**config.mk**
```make
export PLATFORM = sky130hd
export DESIGN_NAME = xnor_gate
export DESIGN_NICKNAME = d
export VERILOG_FILES = /design/src/rtl/alu_pkg.sv /design/src/rtl/bitwise_reg.sv /design/src/rtl/xnor_gate.sv
export SDC_FILE = /design/constraint.sdc
export NUM_CORES = 1
export LEC_CHECK = 0
export CORE_AREA = 2 2 39 41
export CTS_CLUSTER_SIZE = 24
export DETAILED_ROUTE_END_ITERATION = 10
export DIE_AREA = 0 0 41 43
export PLACE_DENSITY = 0.64
export SETUP_SLACK_MARGIN = 0.3
export SLEW_MARGIN = 5
export SYNTH_ARGS = -nofsm -noshare
export SYNTH_HDL_FRONTEND = slang
export SYNTH_SLANG_ARGS = --single-unit
export TNS_END_PERCENT = 20
```
**constraint.sdc**
```tcl
create_clock -name clk -period 0.8 [get_ports clk]
set_input_delay 0.16 -clock clk [delete_from_list [all_inputs] [get_ports clk]]
set_output_delay 0.16 -clock clk [all_outputs]
set_load 0.01 [all_outputs]
```
**src/rtl/alu_pkg.sv**
```systemverilog
// Shared integer ALU definitions: default datapath width and the
// function-select encoding agreed between the result mux and the slices.
package alu_pkg;

    localparam int unsigned ALU_WIDTH = 4;

    typedef enum logic [3:0] {
        ALU_OP_ADD  = 4'd0,
        ALU_OP_SUB  = 4'd1,
        ALU_OP_AND  = 4'd2,
        ALU_OP_OR   = 4'd3,
        ALU_OP_XOR  = 4'd4,
        ALU_OP_XNOR = 4'd5,
        ALU_OP_SLL  = 4'd6,
        ALU_OP_SRL  = 4'd7,
        ALU_OP_SRA  = 4'd8,
        ALU_OP_SLT  = 4'd9,
        ALU_OP_SLTU = 4'd10
    } alu_op_e;

    // True for the step-2 bitwise functions that share bitwise_reg.
    function automatic logic is_logic_op(input alu_op_e op);
        return (op == ALU_OP_AND) || (op == ALU_OP_OR) ||
               (op == ALU_OP_XOR) || (op == ALU_OP_XNOR);
    endfunction

endpackage

```
**src/rtl/bitwise_reg.sv**
```systemverilog
// Generic enable register with synchronous active-high reset, shared by
// the and/or/xor/xnor ALU slices.
module bitwise_reg #(
    parameter int unsigned WIDTH = 4
) (
    input  logic             clk,
    input  logic             rst,
    input  logic             en,
    input  logic [WIDTH-1:0] d,
    output logic [WIDTH-1:0] q
);

    always_ff @(posedge clk) begin
        if (rst) begin
            q <= '0;
        end else if (en) begin
            q <= d;
        end
    end

endmodule

```
**src/rtl/xnor_gate.sv**
```systemverilog
// Bitwise XNOR slice of the integer ALU: combinational result plus a
// registered copy, equality flag and valid strobe for the result mux.
module xnor_gate
    import alu_pkg::*;
#(
    parameter int unsigned WIDTH = ALU_WIDTH
) (
    input  logic             clk,
    input  logic             rst,
    input  logic [WIDTH-1:0] a,
    input  logic [WIDTH-1:0] b,
    input  logic             in_valid,
    output logic [WIDTH-1:0] xnor_out,
    output logic [WIDTH-1:0] xnor_q,
    output logic             eq_q,
    output logic             out_valid
);

    logic [WIDTH:0] cap_d;
    logic [WIDTH:0] cap_q;

    assign xnor_out = ~(a ^ b);

    // Equality flag rides in the top bit of the shared capture register.
    assign cap_d = {&xnor_out, xnor_out};

    bitwise_reg #(
        .WIDTH(WIDTH + 1)
    ) u_cap (
        .clk(clk),
        .rst(rst),
        .en (in_valid),
        .d  (cap_d),
        .q  (cap_q)
    );

    assign xnor_q = cap_q[WIDTH-1:0];
    assign eq_q   = cap_q[WIDTH];

    always_ff @(posedge clk) begin
        if (rst) begin
            out_valid <= 1'b0;
        end else begin
            out_valid <= in_valid;
        end
    end

endmodule

```
==> results_dict.tcl, run 1 <==
set metrics [dict create \
    status "finished, violations left" \
    failed_checks "negative setup slack" \
    hold_class "input port to flip-flop" \
    cts_root_buf "clkbuf_4" \
    drc_errors 0 \
    syn_area_um2 317 \
    avgViaCountPerCell 3.97 \
    tightestPinTransition_ns 0.127 \
    crit_required_ns 0.64 \
    yosysTopAreaCellShare_pct 37.9 \
    first_pass_iters 4 \
    die_height_um 43 \
    switchingPower_mw 0.240 \
    p_leak_nw 0.311 \
    route.vias.total 278 \
    crit_family "flip-flops" \
    port_buffers 20 \
    grt_pass1_vias 295 \
    maxCapViolCount 0 \
    fin_crit_ns 0.838 \
    initial_core_util_pct 22.9 \
    syn_nets 40 \
    drive_above_1_share_pct 75.9 \
    gp_congestion 0.641 \
    worst_setup_path_end_kind "output port" \
    max_freq_ghz 1.19 \
    layout_common_cells "buf_6 (12), buf_8 (8), nor2_1 (5), dfxtp_2 (5)" \
    fin_crit_sh_pct 105 \
    critPathMaxFanout 2 \
    pre_cts_ws_ns -0.774 \
    clockBufferDepth 2 \
    insertedDiodeCount 0 \
    fillers 127 \
    grt_max_degree 7 \
    skew_ns 0 \
    synth_seq_area_share_pct 37.9 \
    ioPinCount 21 \
    p_int_mw 0.729 \
    wl_um 643 \
    clkTransAtPathRegs_ns 0.05 \
    ys_top_cells_by_area "dfxtp_1 (38%), xnor2_2 (21%), mux2i_1 (13%)" \
    yosysWarnings 0 \
    totalPowerFinal_mw 0.969 \
    cpMaxStageDelayCell "dfxtp_2" \
    ant_nets 0 \
    path_buf_inv 1 \
    ys_types 10 \
    grt_pass1_wl_mm 1.10 \
    postCtsHoldBufs 0 \
    cts_inserted_buffers 3 \
    row_count 14 \
    p_per_area_nw_per_um2 1430 \
    dpl.hpwl_um 473 \
    slowest_delay_ns 0.32 \
    startpoint_type "flip-flop" \
    grt_util_all_layers_pct 9.78 \
    cts_tree "built" \
    critical_path_class "flip-flop to output port" \
    clk_latency_ns 0.24 \
    yosys.area.top_type "dfxtp_1" \
    clkSinkCount 6 \
    post_cts_buffers 0 \
    antenna_found_initial 0 \
    ys_seq_elements 6 \
    finalMaxSlewViolations 0 \
    final_cells 70 \
    area_growth_pct 114 \
    cp_cell_sequence "buf_6" \
    wl_per_cell_um 9.19 \
    dieWidth_um 41 \
    max_slew_margin_pct 91.3 \
    power.share.clock_pct 28.7 \
    h-tree-depth 1 \
    avgSynthCellArea_um2 10.9 \
    core_area_um2 1380 \
    arrival_ns 0.68 \
    irDropWorstVdd_uv 554 \
    setup_slack_ns -0.0384 \
    place_inst 67 \
    finalNetCount 67 \
    rsz0062_at_grt "yes" \
    pwr-share-seq_pct 34.6 \
    pwr-share-comb_pct 36.7 \
    p_sw_share_pct 24.8 \
    hold_violations 0 \
    drtIter0Drc 4 \
    final_common_cell "buf_6" \
    setup_viol 6 \
    gr-total-overflow 0 \
    dieArea_um2 1760 \
    synthCells 29 \
]
==> cell families (layout without fill, tap and decap cells) <==
family / Yosys count / in the layout / share of synthesized area, %
mux: 4 / 4 / 12.6
compound gates: 1 / 1 / 1.58
simple gates: 9 / 9 / 14.2
xor+xnor: 4 / 4 / 20.6
buf+inv: 5 / 30 / 13.0
flops: 6 / 6 / 37.9
==> synth_stat cells (all sizes together) <==
cell	number
nor2	5
xnor2	4
buf	5
nor2b	1
nand2	2
nand3	1
o21ai	1
mux2i	4
dfxtp	6
==> cell type report <==
cell class / instances / area (um^2) / area share [%]
repair buffers: 27 / 304 / 44.8
well taps: 16 / 20.0 / 2.95
multi-input cells: 18 / 205 / 30.3
clock buffers: 3 / 22.5 / 3.32
flip-flops and latches: 6 / 126 / 18.6
==> per-stage QoR <==
step | TNS (ns) | util [%] | cell area, um^2 | hold slack, ns
after floorplan | 0 | - | 380 | 0.228
after global placement | -6.65 | 42.9 | 593 | 0.440
after detailed placement | -6.73 | 42.9 | 593 | 0.460
after CTS | -0.243 | 46.3 | 641 | 0.240
after global routing | -0.364 | 49.0 | 678 | 0.239
final | -0.182 | 49.0 | 678 | 0.246
==> timing repair <==
action	4_1_cts	5_1_grt
setup endpoints to repair	16	15
resized for setup	113	8
pin swaps	10	10
==> final timing paths <==
| kind | from | cells past startpoint | slack (ns) | endpoint |
|---|---|---|---|---|
| setup / recovery | u_cap.q[0]$_SDFFE_PP0P_ | 1 | -0.04 | xnor_q[0] |
| hold / removal | rst | 2 | 0.25 | out_valid$_SDFF_PP0_ |
| setup reg to reg | u_cap.q[2]$_SDFFE_PP0P_ | 2 | 0.18 | u_cap.q[2]$_SDFFE_PP0P_ |
| hold reg to reg | u_cap.q[4]$_SDFFE_PP0P_ | 2 | 0.46 | u_cap.q[4]$_SDFFE_PP0P_ |
==> worst register-to-register path: cells and delay by family (launching register included) <==
kind          cells  cell delay (ns)
mux               1             0.13
flops             1             0.32
simple gates      1             0.06
==> power by group through the flow <==
stage | clock, mW | sequential (mW) | combinational, mW
6_report | 0.278 | 0.336 | 0.355
3_3_place_gp | 0 | 0.333 | 0.318
5_1_grt | 0.313 | 0.337 | 0.377
4_1_cts | 0.293 | 0.335 | 0.326
2_1_floorplan | 0 | 0.343 | 0.162
3_5_place_dp | 0 | 0.334 | 0.318
==> registers in the layout (all words and copies together), names as in the netlist <==
signal	count
u_cap.q	5
out_valid	1
==> metal layers <==
metal  up-vias  GRT usage, %  part of all wire, %
met4         0          8.00                  3.3
li1        139             -                    -
met3         2          3.66                  7.2
met2        13          15.9                   56
met1       124          8.79                   34
met5         -             0                    0
Power figures use the tool's default switching activity.
==> run 2, diff against run 1 <==
- CTS_BUF_LIST: unset -> sky130_fd_sc_hd__clkbuf_8 sky130_fd_sc_hd__clkbuf_16
- GPL_TIMING_DRIVEN: unset -> 0
- TNS_END_PERCENT: 20 -> 1
==> run 2 against run 1 <==
  * The run still ends with negative setup slack left
  * Sequential power barely moved
  * Power up 21%
  * Via count rose by 2.5%
  * First-iteration DRC count shrank 25%
  * Global-route usage is 0.51 points lower
  * Cell count up 1.4%
  * Design area up 5.7%
  * Critical path depth unchanged
  * Utilization increased by 2.8 points
  * Clock skew stayed put
  * Hold slack worse by 0.036 ns
  * Combinational power is 11% higher
==> results_dict.tcl, run 2 (synthesized netlist as in run 1, its figures left out) <==
set metrics [dict create \
    core_area_um2 1380 \
    pre_cts_ws_ns -0.870 \
    dieWidth_um 41 \
    setup_viol 4 \
    layout_common_cells "buf_6 (20), buf_8 (5), nor2_1 (5), dfxtp_2 (5)" \
    cpMaxStageDelayCell "dfxtp_2" \
    failed_checks "negative setup slack" \
    drive_above_1_share_pct 76.4 \
    regArea_um2 126 \
    regMostFlops "u_cap.q" \
    status "finished, violations left" \
    fillers 121 \
    wl_um 651 \
    clkTransAtPathRegs_ns 0.04 \
    drc_errors 0 \
    first_pass_iters 2 \
    finalMaxSlewViolations 0 \
    multiInputGateArea_um2 205 \
    initial_core_util_pct 22.9 \
    finalNetCount 68 \
    route.vias.total 285 \
    dieArea_um2 1760 \
    cts_root_buf "clkbuf_8" \
    dpl.hpwl_um 503 \
    reg.largest.list "u_cap.q: 5 flops, out_valid: 1 flops" \
    path_buf_inv 1 \
    totalPowerFinal_mw 1.17 \
    postCtsHoldBufs 0 \
    p_leak_nw 0.327 \
    die_height_um 43 \
    hold_class "input port to flip-flop" \
    fin_crit_sh_pct 101 \
    row_count 14 \
    ioPinCount 21 \
    hold_violations 0 \
    port_buffers 19 \
    h-tree-depth 1 \
    clockBufferDepth 2 \
    setup_slack_ns -0.00906 \
    clk_latency_ns 0.22 \
    gr-total-overflow 0 \
    arrival_ns 0.65 \
    grt_pass1_vias 288 \
    max_slew_margin_pct 91.4 \
    antenna_found_initial 0 \
    gp_congestion 0.647 \
    insertedDiodeCount 0 \
    critPathMaxFanout 2 \
    cts_inserted_buffers 3 \
    area_growth_pct 126 \
    worst_setup_path_end_kind "output port" \
    avgViaCountPerCell 4.01 \
    grt_pass1_wl_mm 1.05 \
    crit_required_ns 0.64 \
    clkSinkCount 6 \
    grt_util_all_layers_pct 9.26 \
    rsz0062_at_grt "yes" \
    cp_cell_sequence "buf_6" \
    irDropWorstVdd_uv 983 \
    max_freq_ghz 1.24 \
    final_common_cell "buf_6" \
    drtIter0Drc 3 \
    critical_path_class "flip-flop to output port" \
    crit_family "flip-flops" \
    fin_crit_ns 0.809 \
    startpoint_type "flip-flop" \
    ant_nets 0 \
    cts_tree "built" \
    wl_per_cell_um 9.17 \
    tightestPinTransition_ns 0.125 \
    largest_reg_flops 5 \
    p_per_area_nw_per_um2 1630 \
    slowest_delay_ns 0.32 \
    grt_max_degree 7 \
    maxCapViolCount 0 \
    skew_ns 0 \
]
-- run 2: cell count changes in the layout (fill, tap and decap cells not counted), sizes merged --
cell  previous run  this run
buf             26        27
-- run 2: repair_timing --
action,CTS,global route
buffers inserted,4,0
setup endpoints to repair,16,15
pin swaps,10,4
resized for setup,113,0
-- run 2: path summary, 6_finish.rpt --
| path | startpoint | end | slack [ns] | cells after the start |
|---|---|---|---|---|
| worst min register to register | u_cap.q[4]$_SDFFE_PP0P_ | u_cap.q[4]$_SDFFE_PP0P_ | 0.46 | 2 |
| worst min-delay path | in_valid | out_valid$_SDFF_PP0_ | 0.21 | 2 |
| worst max register to register | u_cap.q[2]$_SDFFE_PP0P_ | u_cap.q[2]$_SDFFE_PP0P_ | 0.19 | 2 |
| worst max-delay path | u_cap.q[3]$_SDFFE_PP0P_ | xnor_q[3] | -0.009 | 1 |
-- run 2: routing by layer --
| metal | track usage (%) | vias to the layer above | part of all wire [%] |
|---|---|---|---|
| met5 | 0 | - | 0 |
| met4 | 8.00 | 0 | 0 |
| met3 | 2.09 | 0 | 6.8 |
| met2 | 15.6 | 11 | 58 |
| met1 | 8.44 | 133 | 35 |
| li1 | - | 141 | - |
-- run 2: power breakdown --
part | total (mW) | switching [mW] | internal, mW
logic | 0.393 | 0.127 | 0.266
registers | 0.336 | 0.0117 | 0.324
clock network | 0.441 | 0.119 | 0.322
-- run 2: layout make-up --
class / instances / share of cell area [%]
buffer: 5 / 8.38
timing repair buffer: 23 / 36.8
tap: 16 / 2.79
clock buffer: 3 / 5.76
sequential: 6 / 17.6
multi-input combinational: 18 / 28.6
-- run 2: per-stage QoR --
step	cells	util [%]	TNS [ns]	instance area [um^2]	hold slack (ns)
after floorplan	29	-	0	380	0.228
after global placement	64	42.7	-6.54	591	0.433
after detailed placement	64	42.7	-6.68	591	0.434
after CTS	71	51.8	-0.0340	717	0.210
after global routing	71	51.8	-0.148	717	0.220
final	71	51.8	-0.0161	717	0.210
==> run 3, diff against run 2 <==
- CTS_CLUSTER_SIZE: 24 -> 10
==> results of run 3 <==
No change in the layout: final DEF, timing and power equal those of run 2.
